### config.mk
export PLATFORM = sky130hd
export DESIGN_NAME = irq_ctrl
export DESIGN_NICKNAME = d
export VERILOG_FILES = /design/src/rtl/irq_ctrl_pkg.sv /design/src/rtl/irq_prio_enc.sv /design/src/rtl/irq_ctrl.sv
export SDC_FILE = /design/constraint.sdc
export NUM_CORES = 1
export LEC_CHECK = 0
export ABC_AREA = 1
export CORE_ASPECT_RATIO = 2
export CORE_MARGIN = 5
export CORE_UTILIZATION = 26
export DETAILED_ROUTE_END_ITERATION = 6
export GPL_ROUTABILITY_DRIVEN = 0
export HOLD_SLACK_MARGIN = 0.03
export PLACE_DENSITY = 0.76
export REMOVE_ABC_BUFFERS = 1
export SYNTH_ARGS = -nofsm -noshare
export SYNTH_HDL_FRONTEND = slang
export SYNTH_SLANG_ARGS = --single-unit
export TNS_END_PERCENT = 20
### constraint.sdc
create_clock -name clk -period 1.59 [get_ports clk]
set_clock_uncertainty 0.2 [all_clocks]
set_input_delay 0.318 -clock clk [delete_from_list [all_inputs] [get_ports clk]]
set_output_delay 0.318 -clock clk [all_outputs]
set_load 0.1 [all_outputs]
### src/rtl/irq_ctrl_pkg.sv
// Shared constants for the machine-mode interrupt controller: cause codes,
// mip bit positions and FSM state encodings.
package irq_ctrl_pkg;

  localparam logic [31:0] IRQ_CAUSE_MEI = 32'h8000_000B;
  localparam logic [31:0] IRQ_CAUSE_MSI = 32'h8000_0003;
  localparam logic [31:0] IRQ_CAUSE_MTI = 32'h8000_0007;

  localparam int MIP_MSIP_BIT = 3;
  localparam int MIP_MTIP_BIT = 7;
  localparam int MIP_MEIP_BIT = 11;

  typedef enum logic [1:0] {
    IRQ_ST_IDLE    = 2'd0,
    IRQ_ST_REQ     = 2'd1,
    IRQ_ST_SERVICE = 2'd2
  } irq_st_e;

endpackage

### src/rtl/irq_prio_enc.sv
// Fixed-priority encoder: enabled {mei, mti, msi} -> {valid, mcause}.
// Priority is MEI > MSI > MTI.
module irq_prio_enc
  import irq_ctrl_pkg::*;
(
  input  logic [2:0]  en,
  output logic        valid,
  output logic [31:0] cause
);

  always_comb begin
    valid = |en;
    cause = '0;
    if (en[2])      cause = IRQ_CAUSE_MEI;
    else if (en[0]) cause = IRQ_CAUSE_MSI;
    else if (en[1]) cause = IRQ_CAUSE_MTI;
  end

endmodule

### src/rtl/irq_ctrl.sv
// Machine-mode interrupt controller: registered mip, mie/MIE masking,
// fixed-priority selection and a req/ack/mret handshake towards excp.
// Define IRQ_EXT_EDGE_EN to make the external line edge-triggered and sticky.
module irq_ctrl
  import irq_ctrl_pkg::*;
#(
  parameter int ACK_TIMEOUT = 16,
  parameter int CNT_W       = 8
) (
  input  logic        clk,
  input  logic        rst,
  input  logic        timer_irq_i,
  input  logic        sw_irq_i,
  input  logic        ext_irq_i,
  input  logic [31:0] csr_mstatus_i,
  input  logic [31:0] csr_mie_i,
  input  logic        excp_busy_i,
  input  logic        irq_ack_i,
  input  logic        mret_i,
  output logic        irq_req_o,
  output logic [31:0] irq_cause_o,
  output logic [31:0] csr_mip_o,
  output logic        irq_timeout_o
);

  localparam logic [CNT_W-1:0] TO_LIM = CNT_W'(ACK_TIMEOUT - 1);

  irq_st_e          state, state_nxt;
  logic [31:0]      mip, mip_d;
  logic [CNT_W-1:0] cnt, cnt_inc;
  logic [2:0]       en;
  logic             win_vld;
  logic [31:0]      win_cause;
  logic             ext_pend;

`ifdef IRQ_EXT_EDGE_EN
  logic ext_q, ext_pend_q, ext_clr;

  assign ext_clr = (state == IRQ_ST_REQ) && irq_ack_i && (irq_cause_o == IRQ_CAUSE_MEI);

  // A fresh rising edge wins over the ack-side clear so no edge is lost.
  always_ff @(posedge clk) begin
    if (rst) begin
      ext_q      <= 1'b0;
      ext_pend_q <= 1'b0;
    end else begin
      ext_q <= ext_irq_i;
      if (ext_irq_i && !ext_q) ext_pend_q <= 1'b1;
      else if (ext_clr)        ext_pend_q <= 1'b0;
    end
  end

  assign ext_pend = ext_pend_q;
`else
  assign ext_pend = ext_irq_i;
`endif

  always_comb begin
    mip_d               = '0;
    mip_d[MIP_MSIP_BIT] = sw_irq_i;
    mip_d[MIP_MTIP_BIT] = timer_irq_i;
    mip_d[MIP_MEIP_BIT] = ext_pend;
  end

  assign en = {mip[MIP_MEIP_BIT] & csr_mie_i[MIP_MEIP_BIT],
               mip[MIP_MTIP_BIT] & csr_mie_i[MIP_MTIP_BIT],
               mip[MIP_MSIP_BIT] & csr_mie_i[MIP_MSIP_BIT]} & {3{csr_mstatus_i[3]}};

  irq_prio_enc u_prio (
    .en    (en),
    .valid (win_vld),
    .cause (win_cause)
  );

  always_comb begin
    state_nxt = state;
    case (state)
      IRQ_ST_IDLE:    if (win_vld && !excp_busy_i) state_nxt = IRQ_ST_REQ;
      IRQ_ST_REQ:     if (irq_ack_i)               state_nxt = IRQ_ST_SERVICE;
      IRQ_ST_SERVICE: if (mret_i)                  state_nxt = IRQ_ST_IDLE;
      default:                                     state_nxt = IRQ_ST_IDLE;
    endcase
  end

  always_ff @(posedge clk) begin
    if (rst) state <= IRQ_ST_IDLE;
    else     state <= state_nxt;
  end

  assign cnt_inc = (cnt == '1) ? cnt : cnt + 1'b1;

  always_ff @(posedge clk) begin
    if (rst) begin
      mip           <= '0;
      cnt           <= '0;
      irq_cause_o   <= '0;
      irq_timeout_o <= 1'b0;
    end else begin
      mip <= mip_d;
      if (state == IRQ_ST_IDLE && state_nxt == IRQ_ST_REQ) begin
        irq_cause_o <= win_cause;
        cnt         <= '0;
      end else if (state == IRQ_ST_REQ && !irq_ack_i) begin
        cnt <= cnt_inc;
        // Timeout becomes visible in the REQ cycle whose counter equals the limit.
        if (cnt_inc >= TO_LIM) irq_timeout_o <= 1'b1;
      end
      if (state == IRQ_ST_SERVICE && mret_i) irq_cause_o <= '0;
    end
  end

  assign irq_req_o = (state == IRQ_ST_REQ);
  assign csr_mip_o = mip;

  logic unused_bits;
  assign unused_bits = ^{csr_mstatus_i[31:4], csr_mstatus_i[2:0], csr_mie_i[31:12],
                         csr_mie_i[10:8], csr_mie_i[6:4], csr_mie_i[2:0]};

endmodule

==> summary.txt, run 1 <==
Run status
  – Status: complete, but fails checks
  – Failing checks: negative setup slack

Synth
  – Largest cells by area after synthesis: buf_4, dfxtp_1, nand2_1, inv_1, nand3_1
  – Top FF cell, synth: dfxtp_1
  – Count leader, synth: buf_4
  – Largest area contributor in the netlist: buf_4
  – Cell variety after synth: 26
  – Synth Area per Inst: 7.20 µm²
  – Top cells by count, synth: buf_4, nand2_1, inv_1
  – Seq/Total Area, Yosys: 25.4%
  – Yosys warnings: 0
  – Area of the mapped netlist: 1340 µm²
  – Synth Instances: 186
  – Asr flop ratio synth: 0%
  – EDFF count, synth: 0
  – Synth top area share: 32.5%
  – #FFs+latches synth: 17

Timing
  – Pins Over Slew Limit: 0
  – Worst setup margin: -0.0131 ns
  – Final min period: 1.60 ns
  – RSZ-0062 raised after global routing: yes
  – Hold Slack: 0.290 ns
  – FMAX: 624 MHz
  – Setup tns final: -0.0131 ns
  – Final setup violation count: 1
  – Final hold vios: 0
  – Final Cycle Share: 101%

Cells and area
  – Inserted Diodes: 0
  – Multi-input combinational cell area: 723 µm²
  – Fill cells: 510
  – Final instance area: 1760 µm²
  – Layout Nets: 305
  – Register area: 348 µm²
  – Share of post-route cells with drive strength above 1: 26.4%
  – Area added between synthesis and finish: 31.6%

Clocking
  – CTS root buffer: clkbuf_8
  – CTS clk-pin slew, worst paths: 0.07 ns
  – Worst skew pair latency: 0.26 ns
  – CTS buffer count: 3
  – Bufs on Longest Clock Path: 2
  – Hold-fix buffers, CTS: 0
  – CTS tree: built
  – Clock Sinks: 17
  – Number of H-tree levels: 1

Critical path
  – Worst-path fanout max: 5
  – Crit-path leading delay family: simple AND/OR/NAND/NOR gates
  – Reg2reg end: irq_timeout_o$_SDFFE_PP0P_
  – RR Startpoint: cnt[1]$_SDFFE_PP0P_
  – Critical-path top delay cell: dfxtp_4
  – Crit path launch: cnt[1]$_SDFFE_PP0P_
  – CP Capture Type: flip-flop
  – Critical Path, Cell by Cell: ha_4 > nand2_4 > nor2_4 > buf_4 > nand3b_1 > nand2_2 > nor2_1 > nand2_1 > nand2_1 > nand2_1 > a21oi_2
  – Crit path launch type: flip-flop
  – Slowest stage delay, CP: 0.35 ns
  – Most Frequent Cell on Critical Path: nand2_1
  – Setup crit end: irq_timeout_o$_SDFFE_PP0P_
  – Worst path required time: 1.59 ns
  – CP Buf/Inv Count: 1
  – CP arrival: 1.60 ns
  – Crit. path cell count: 11
  – R2R setup slack: -0.01 ns
  – CP Class: reg2reg
  – Worst r2r path cells: 11

Die
  – Chip Height: 111 µm
  – Die Area: 6770 µm²
  – Core area: 5090 µm²
  – Initial Util: 26.3%
  – Chip width: 60.7 µm
  – Rows: 37
  – # IOs: 138

GRT
  – Largest net degree at the start of global routing: 11
  – First-pass GRT wire length: 4310 µm
  – Initial antenna violation count: 0
  – Grt ovf: 0
  – Number of global-route vias before repair: 1,058
  – Gr usage total: 8.26%

Power
  – Power per Cell Area: 898 nW/µm²
  – LEAKAGE: 0.879 nW
  – Peak VDD IR: 480 µV

Route
  – WL met1: 927 µm
  – Vias per cell: 4.09
  – Drt first pass iters: 4
  – DR top layer: met4
  – Drt drc: 0
  – WL/cell: 10.3 µm
  – Total number of vias: 1,182
  – Detail Route Antenna Nets: 0
  – Post-Route WL: 2970 µm
  – Routed wl met3: 424 µm
  – DRT iter0 DRCs: 29
  – Metal2 WL: 1570 µm

Hold path
  – Tightest Hold Check Type: reg2reg

Placement
  – PortBufs: 21
  – Post-DP HPWL: 2450 µm
  – Post-DP Area: 1640 µm²

Run
  – # Max-Cap Violations: 0
metrics by stage:
step	power, mW	instances	worst slack, ns	util (%)
4_1_cts	1.58	287	-0.0213	33.7
5_1_grt	1.64	289	-0.0907	34.6
6_report	1.58	289	-0.0131	34.6
3_3_place_gp	1.25	283	-0.279	32.3
2_1_floorplan	1.13	182	-1.22	-
3_5_place_dp	1.25	283	-0.287	32.3
final cells by class:
class	count	area share, %
clock buffer	3	2.34
clock inverter	1	0.284
inverter	20	4.40
multi-input combinational	145	41.1
sequential	17	19.7
tap	58	4.12
timing repair buffer	45	28.1
metal layers:
layer | vias to the layer above | GRT usage [%]
met1 | 525 | 7.32
met3 | 7 | 1.74
met5 | - | 0
met4 | 0 | 3.33
met2 | 79 | 16.4
li1 | 571 | -
what timing repair did:
action	in CTS	in global routing
buffers inserted	0	2
pin swaps	2	11
endpoints found under the setup margin	6	8
resized for setup	9	12
endpoints found under the hold margin	0	0
worst min-delay path by stage:
stage / startpoint / to / cells past startpoint
after floorplan: rst / irq_timeout_o$_SDFFE_PP0P_ / 1
after global placement: irq_timeout_o$_SDFFE_PP0P_ / irq_timeout_o$_SDFFE_PP0P_ / 2
after detailed placement: irq_timeout_o$_SDFFE_PP0P_ / irq_timeout_o$_SDFFE_PP0P_ / 2
after CTS: irq_timeout_o$_SDFFE_PP0P_ / irq_timeout_o$_SDFFE_PP0P_ / 2
after global routing: irq_timeout_o$_SDFFE_PP0P_ / irq_timeout_o$_SDFFE_PP0P_ / 2
final: irq_timeout_o$_SDFFE_PP0P_ / irq_timeout_o$_SDFFE_PP0P_ / 2
power breakdown:
group,switching [mW],internal (mW),total (mW)
clock network,0.155,0.174,0.329
registers,0.0139,0.437,0.451
logic,0.700,0.102,0.802
total,0.869,0.713,1.58
state kept, by name (all words and copies together) (netlist names):
name and count:
cnt 8, csr_mip_o 3, irq_cause_o 3, irq_timeout_o 1, state 2
worst reg2reg max path: stages, from the launching register on:
cell and delay (ns):
dfxtp_4 0.35, ha_4 0.17, nand2_4 0.11, nor2_4 0.05
buf_4 0.13, nand3b_1 0.09, nand2_2 0.06, nor2_1 0.09
nand2_1 0.05, nand2_1 0.06, nand2_1 0.06, a21oi_2 0.12
logic make-up after synthesis:
family	Yosys count	synth area share, %
adders and majority gates	1	0.934
buffers and inverters	79	39.2
and+or+nand+nor	62	23.1
other	1	0.280
DFF	17	25.4
AOI/OAI and AO/OA	26	11.1
cells in the final DEF, fill, tap and decap left out, types with 8 or more instances in the layout:
cell type and n:
a21oi_1 8, buf_12 10, buf_4 23, clkdlybuf4s50_1 11
conb_1 56, dfxtp_1 13, inv_1 18, nand2_1 23
nand3_1 8, nor2_1 9
(Power assumes the default switching activity.)
==> run 2, diff against run 1 <==
--- a/config.mk
+++ b/config.mk
@@ -6,6 +6,7 @@
 export NUM_CORES = 1
 export LEC_CHECK = 0
 export ABC_AREA = 1
+export ABC_CLOCK_PERIOD_IN_PS = 1590
 export CORE_ASPECT_RATIO = 2
 export CORE_MARGIN = 5
 export CORE_UTILIZATION = 26
==> results of run 2 <==
No change in the layout: final DEF, timing and power equal those of run 1.
==> run 3, diff against run 2 <==
--- a/config.mk
+++ b/config.mk
@@ -11,7 +11,7 @@
 export CORE_MARGIN = 5
 export CORE_UTILIZATION = 26
 export DETAILED_ROUTE_END_ITERATION = 6
-export GPL_ROUTABILITY_DRIVEN = 0
+export GPL_ROUTABILITY_DRIVEN = 1
 export HOLD_SLACK_MARGIN = 0.03
 export PLACE_DENSITY = 0.76
 export REMOVE_ABC_BUFFERS = 1
==> results of run 3 <==
No change in the layout: final DEF, timing and power equal those of run 1.
